--- src/rtl/alu_issue_ctrl_pkg.sv ---
// Shared constants for the custom_alu issue controller: opcodes, requester IDs
// and the controller state encodings.
package alu_issue_ctrl_pkg;

  localparam logic [4:0] OP_NOP = 5'h00;
  localparam logic [4:0] OP_ADD = 5'h01;
  localparam logic [4:0] OP_SUB = 5'h02;

  localparam logic REQ_CORE = 1'b0;
  localparam logic REQ_NAV  = 1'b1;

  localparam logic [1:0] IC_IDLE  = 2'd0;
  localparam logic [1:0] IC_ISSUE = 2'd1;
  localparam logic [1:0] IC_WAIT  = 2'd2;
  localparam logic [1:0] IC_RESP  = 2'd3;

endpackage

--- src/rtl/alu_issue_ctrl_pick.sv ---
// Requester pick for the ALU issue controller. The navigation unit wins ties
// unless the core has been passed over STARVE_LIMIT times in a row.
module alu_issue_pick
  import alu_issue_ctrl_pkg::*;
#(
  parameter int unsigned STARVE_LIMIT = 4
) (
  input  logic clk,
  input  logic rst_n,
  input  logic r0_valid,
  input  logic r1_valid,
  input  logic grant,
  output logic grant_id,
  output logic any_req
);

  localparam int unsigned CW = (STARVE_LIMIT < 1) ? 1 : $clog2(STARVE_LIMIT + 1);

  logic [CW-1:0] starve_cnt;
  logic          starved;

  // Priority pick: requester 1 first, requester 0 once starvation is reached
  always_comb begin
    starved  = r0_valid && (starve_cnt == CW'(STARVE_LIMIT));
    any_req  = r0_valid || r1_valid;
    grant_id = (r1_valid && !starved) ? REQ_NAV : REQ_CORE;
  end

  // Count requester 1 grants taken while requester 0 waits
  always_ff @(posedge clk or negedge rst_n) begin
    if (!rst_n) begin
      starve_cnt <= '0;
    end else if (!r0_valid) begin
      starve_cnt <= '0;
    end else if (grant) begin
      starve_cnt <= (grant_id == REQ_NAV) ? starve_cnt + 1'b1 : '0;
    end
  end

endmodule

--- src/rtl/alu_issue_ctrl.sv ---
// Issue controller for the shared custom_alu: arbitrates two requesters, issues
// one op at a time, waits out the ALU latency and returns a tagged response.
module alu_issue_ctrl
  import alu_issue_ctrl_pkg::*;
#(
  parameter int unsigned STARVE_LIMIT = 4,
  parameter int unsigned W            = 16
) (
  input  logic         clk,
  input  logic         rst_n,
  input  logic         r0_valid,
  output logic         r0_ready,
  input  logic [4:0]   r0_opcode,
  input  logic [W-1:0] r0_a,
  input  logic [W-1:0] r0_b,
  input  logic         r1_valid,
  output logic         r1_ready,
  input  logic [4:0]   r1_opcode,
  input  logic [W-1:0] r1_a,
  input  logic [W-1:0] r1_b,
  output logic         resp_valid,
  input  logic         resp_ready,
  output logic         resp_id,
  output logic [W-1:0] resp_result,
  output logic         resp_zero,
  output logic         resp_neg,
  output logic         resp_err,
  output logic [4:0]   alu_opcode,
  output logic [W-1:0] alu_a,
  output logic [W-1:0] alu_b,
  input  logic [W-1:0] alu_result,
  input  logic         alu_valid
);

  logic [1:0] state;
  logic       req_id;
  logic       grant;
  logic       grant_id;
  logic       any_req;

  alu_issue_pick #(.STARVE_LIMIT(STARVE_LIMIT)) u_pick (
    .clk      (clk),
    .rst_n    (rst_n),
    .r0_valid (r0_valid),
    .r1_valid (r1_valid),
    .grant    (grant),
    .grant_id (grant_id),
    .any_req  (any_req)
  );

  // Accept strobes: only in IDLE, only for the picked requester; forced low in reset
  always_comb begin
    grant    = rst_n && (state == IC_IDLE) && any_req;
    r0_ready = grant && (grant_id == REQ_CORE);
    r1_ready = grant && (grant_id == REQ_NAV);
  end

  // Issue sequencing and response capture
  always_ff @(posedge clk or negedge rst_n) begin
    if (!rst_n) begin
      state       <= IC_IDLE;
      req_id      <= REQ_CORE;
      alu_opcode  <= OP_NOP;
      alu_a       <= '0;
      alu_b       <= '0;
      resp_valid  <= 1'b0;
      resp_id     <= 1'b0;
      resp_result <= '0;
      resp_zero   <= 1'b0;
      resp_neg    <= 1'b0;
      resp_err    <= 1'b0;
    end else begin
      case (state)
        IC_IDLE: begin
          if (grant) begin
            alu_opcode <= (grant_id == REQ_NAV) ? r1_opcode : r0_opcode;
            alu_a      <= (grant_id == REQ_NAV) ? r1_a : r0_a;
            alu_b      <= (grant_id == REQ_NAV) ? r1_b : r0_b;
            req_id     <= grant_id;
            state      <= IC_ISSUE;
          end
        end
        IC_ISSUE: begin
          // The ALU samples the held op on this edge; park it on NOP afterwards
          alu_opcode <= OP_NOP;
          alu_a      <= '0;
          alu_b      <= '0;
          state      <= IC_WAIT;
        end
        IC_WAIT: begin
          // Flags come from the captured result, not the ALU's lagging flags
          resp_result <= alu_result;
          resp_err    <= ~alu_valid;
          resp_zero   <= (alu_result == '0);
          resp_neg    <= alu_result[W-1];
          resp_id     <= req_id;
          resp_valid  <= 1'b1;
          state       <= IC_RESP;
        end
        default: begin
          if (resp_ready) begin
            resp_valid <= 1'b0;
            state      <= IC_IDLE;
          end
        end
      endcase
    end
  end

  // A requester must hold its op until it is accepted
  a_r0_hold: assert property (@(posedge clk) disable iff (!rst_n)
                              (r0_valid && !r0_ready) |=> r0_valid);
  a_r1_hold: assert property (@(posedge clk) disable iff (!rst_n)
                              (r1_valid && !r1_ready) |=> r1_valid);

endmodule

--- config.mk ---
export PLATFORM = sky130hd
export DESIGN_NAME = alu_issue_ctrl
export DESIGN_NICKNAME = d
export VERILOG_FILES = /design/src/rtl/alu_issue_ctrl_pkg.sv /design/src/rtl/alu_issue_ctrl_pick.sv /design/src/rtl/alu_issue_ctrl.sv
export SDC_FILE = /design/constraint.sdc
export NUM_CORES = 1
export LEC_CHECK = 0
export ABC_AREA = 1
export BUFFER_PORTS_ARGS = -buffer_cell sky130_fd_sc_hd__buf_2
export CAP_MARGIN = 20
export CORE_MARGIN = 2
export CORE_UTILIZATION = 51
export CTS_CLUSTER_SIZE = 28
export DETAILED_ROUTE_END_ITERATION = 8
export PLACE_DENSITY = 0.86
export SYNTH_ARGS = -nofsm -noshare
export SYNTH_HDL_FRONTEND = slang
export SYNTH_SLANG_ARGS = --single-unit
export TNS_END_PERCENT = 10
--- constraint.sdc ---
create_clock -name clk -period 3.1 [get_ports clk]
set_input_delay 0.31 -clock clk [delete_from_list [all_inputs] [get_ports clk]]
set_output_delay 0.31 -clock clk [all_outputs]
set_load 0.1 [all_outputs]
==> reports/results.ini <==
[synthesis]
synth.cell_area_sq_um=3390
synth_flop_cell=dfrtp_1
synth_nets=571
synth_enable_flop_cells=0
yosysUniqueCellTypes=17
syn-mean-instance-area_sq_um=7.23
yosysWarnings=0
synth.top_cells.by_count=nand2_1 (129), nand3_1 (118), inv_1 (94), dfrtp_1 (63), o21ai_0 (16)
yosysSeqAreaShare=0.465
synth.area.top_cells=dfrtp_1 (46%), nand3_1 (17%), nand2_1 (14%)
ys_ff_latch=63
async_flop_share=1.00
synth.most_common_cell=nand2_1
synthCells=469
yosysTopAreaCell=dfrtp_1
synth_top_area_frac=0.465

[floorplanning]
start_util=0.531
dieWidth_um=85.5
ios=156
coreArea_sq_um=6390
dieArea_sq_um=7320
rows=29
die_y_um=85.5

[pwr]
seq_power_share=0.247
switching_share=0.623
p_sw_uw=3310
ir_worst_vdd_mv=1.04
power_frac_comb=0.632
clkPwrFrac=0.121
p_int_uw=2000
p_leak_uw=0.00280
powerDensity_nw_per_um2=1210

[place]
dpl_cell_area_sq_um=4180
place_hpwl_mm=6.20
gp_congestion=0.793
io_buffers=155

[worst_setup_path]
path_max_fanout=4
cp_common_cell=inv_1
cpLargestDelayFamily=buffers and inverters
path_class=flop to output port
end_kind=output port
crit_chain=inv_1 > ha_1 > nand2_1 > inv_1 > nand3_1 > inv_1 > buf_2
slowest_stage=buf_2
cpPeakStageDelay_ns=0.43
start_kind=flop
crit_buf_inv=4
cp.arrival_ns=2.00
required_ns=2.79

[timing]
drv_slew=0
period_needed_ns=2.31
setup_viol=0
hold_viol=0
finalCritPeriodShare=0.744
worst_slew_pin_slew_ns=0.778
hold-worst-slack_ns=0.165
max_freq_ghz=0.434
rsz0062_at_grt=no
slew-limit-headroom=0.481
clock_skew_ns=0.00911
setup_tns_ns=0

[routing]
dr.pass1.iters=4
wl_per_cell_um=12.3
routed_wl_mm=8.59
vias=3505
ant_nets=0
drcViolationCount=0
viasPerCell=5.02
drtIter0Drc=159

[layout]
syn_to_final_growth_pct=29.6
design_area_sq_um=4390
drive_gt1_frac=0.291
final_nets=718
diodes=0

[clock_tree]
clock_latency_ns=0.33
clockBufferDepth=2
hold_buffers=0
post_cts.repair.setup_buffers=0
h-tree-depth=3
clock-root-buffer=clkbuf_8
cts_tree=done
cts_buffers=9
clk_pin_slew_ns=0.07
post_cts_resized=0
cts.sinks=63

[global_routing]
grt_first_pass_wirelength_mm=14.2
grt_max_degree=64
grt_pass1_vias=3328
grt-ovfl-total=0
antenna_found_initial=0
grt_usage=0.240

[worst_hold_path]
hold_class=primary input to async pin

[job]
drv_cap=0

[status]
status=finished, final reports clean

-- cell type report --
type | count | area [sq um]
clock buffers | 11 | 151
clock inverters | 5 | 32.5
fillers | 533 | 1990
inverters | 94 | 353
multi-input cells | 285 | 1310
flip-flops and latches | 63 | 1580
well taps | 77 | 96.3
repair buffers | 163 | 871
-- final timing paths --
kind | from | to | slack [ns] | cells past startpoint
hold / removal | rst_n | alu_b[4] | 0.17 | 2
hold reg to reg | resp_result[3] | resp_result[3] | 0.47 | 2
min in group clk | alu_valid | resp_err | 0.18 | 2
max in group asynchronous | rst_n | alu_opcode[1] | 2.41 | 2
setup reg to reg | state[0] | state[0] | 1.22 | 6
setup / recovery | state[0] | r1_ready | 0.79 | 7
-- state kept, by name, indices dropped and copies added (netlist names) --
name	cells
resp_err	1
u_pick.starve_cnt	3
alu_opcode	5
resp_id	1
alu_a	16
resp_result	16
resp_zero	1
state	2
alu_b	16
req_id	1
resp_valid	1
-- cells by family (layout without fill, tap and decap cells) --
kind of cell	Yosys count	in the layout	synth area share
buf+inv	121	273	0.148
flops	63	63	0.465
compound gates	18	18	0.0273
fa+ha+maj	6	6	0.0221
simple gates	261	261	0.338
-- cells in the final DEF (no fill, tap or decap), drive strengths merged --
master    Yosys  routed
or2           1       1
o21ai        16      16
o21a          1       1
a21oi         1       1
nand3       118     118
clkinv        0       2
nor3          1       1
inv          94      94
nand2       129     129
buf          16     163
nand4         1       1
clkbuf       11      11
ha            6       6
dfrtp        63      63
nor2         11      11
clkinvlp      0       3
-- through the flow --
step / total power [uW] / util / setup WS (ns) / std cells
global placement: 4600 / 0.655 / 0.982 / 681
global route: 5560 / 0.688 / 0.702 / 698
CTS: 5310 / 0.684 / 0.809 / 697
detailed placement: 4660 / 0.655 / 0.903 / 681
floorplan: 4090 / - / 1.11 / 469
finish: 5310 / 0.688 / 0.795 / 698
-- power by group through the flow --
stage	sequential [uW]	combinational, uW	clock, uW
after floorplan	3310	783	0
after global placement	1310	3290	0
after detailed placement	1310	3350	0
after CTS	1310	3350	656
after global routing	1340	3520	697
final	1310	3350	644
-- routing by layer --
metal,global-route usage,wire length [um]
met1,0.291,3520
met2,0.418,4280
met3,0.0404,598
met4,0.111,184
met5,0,0
(Power assumes the default switching activity.)
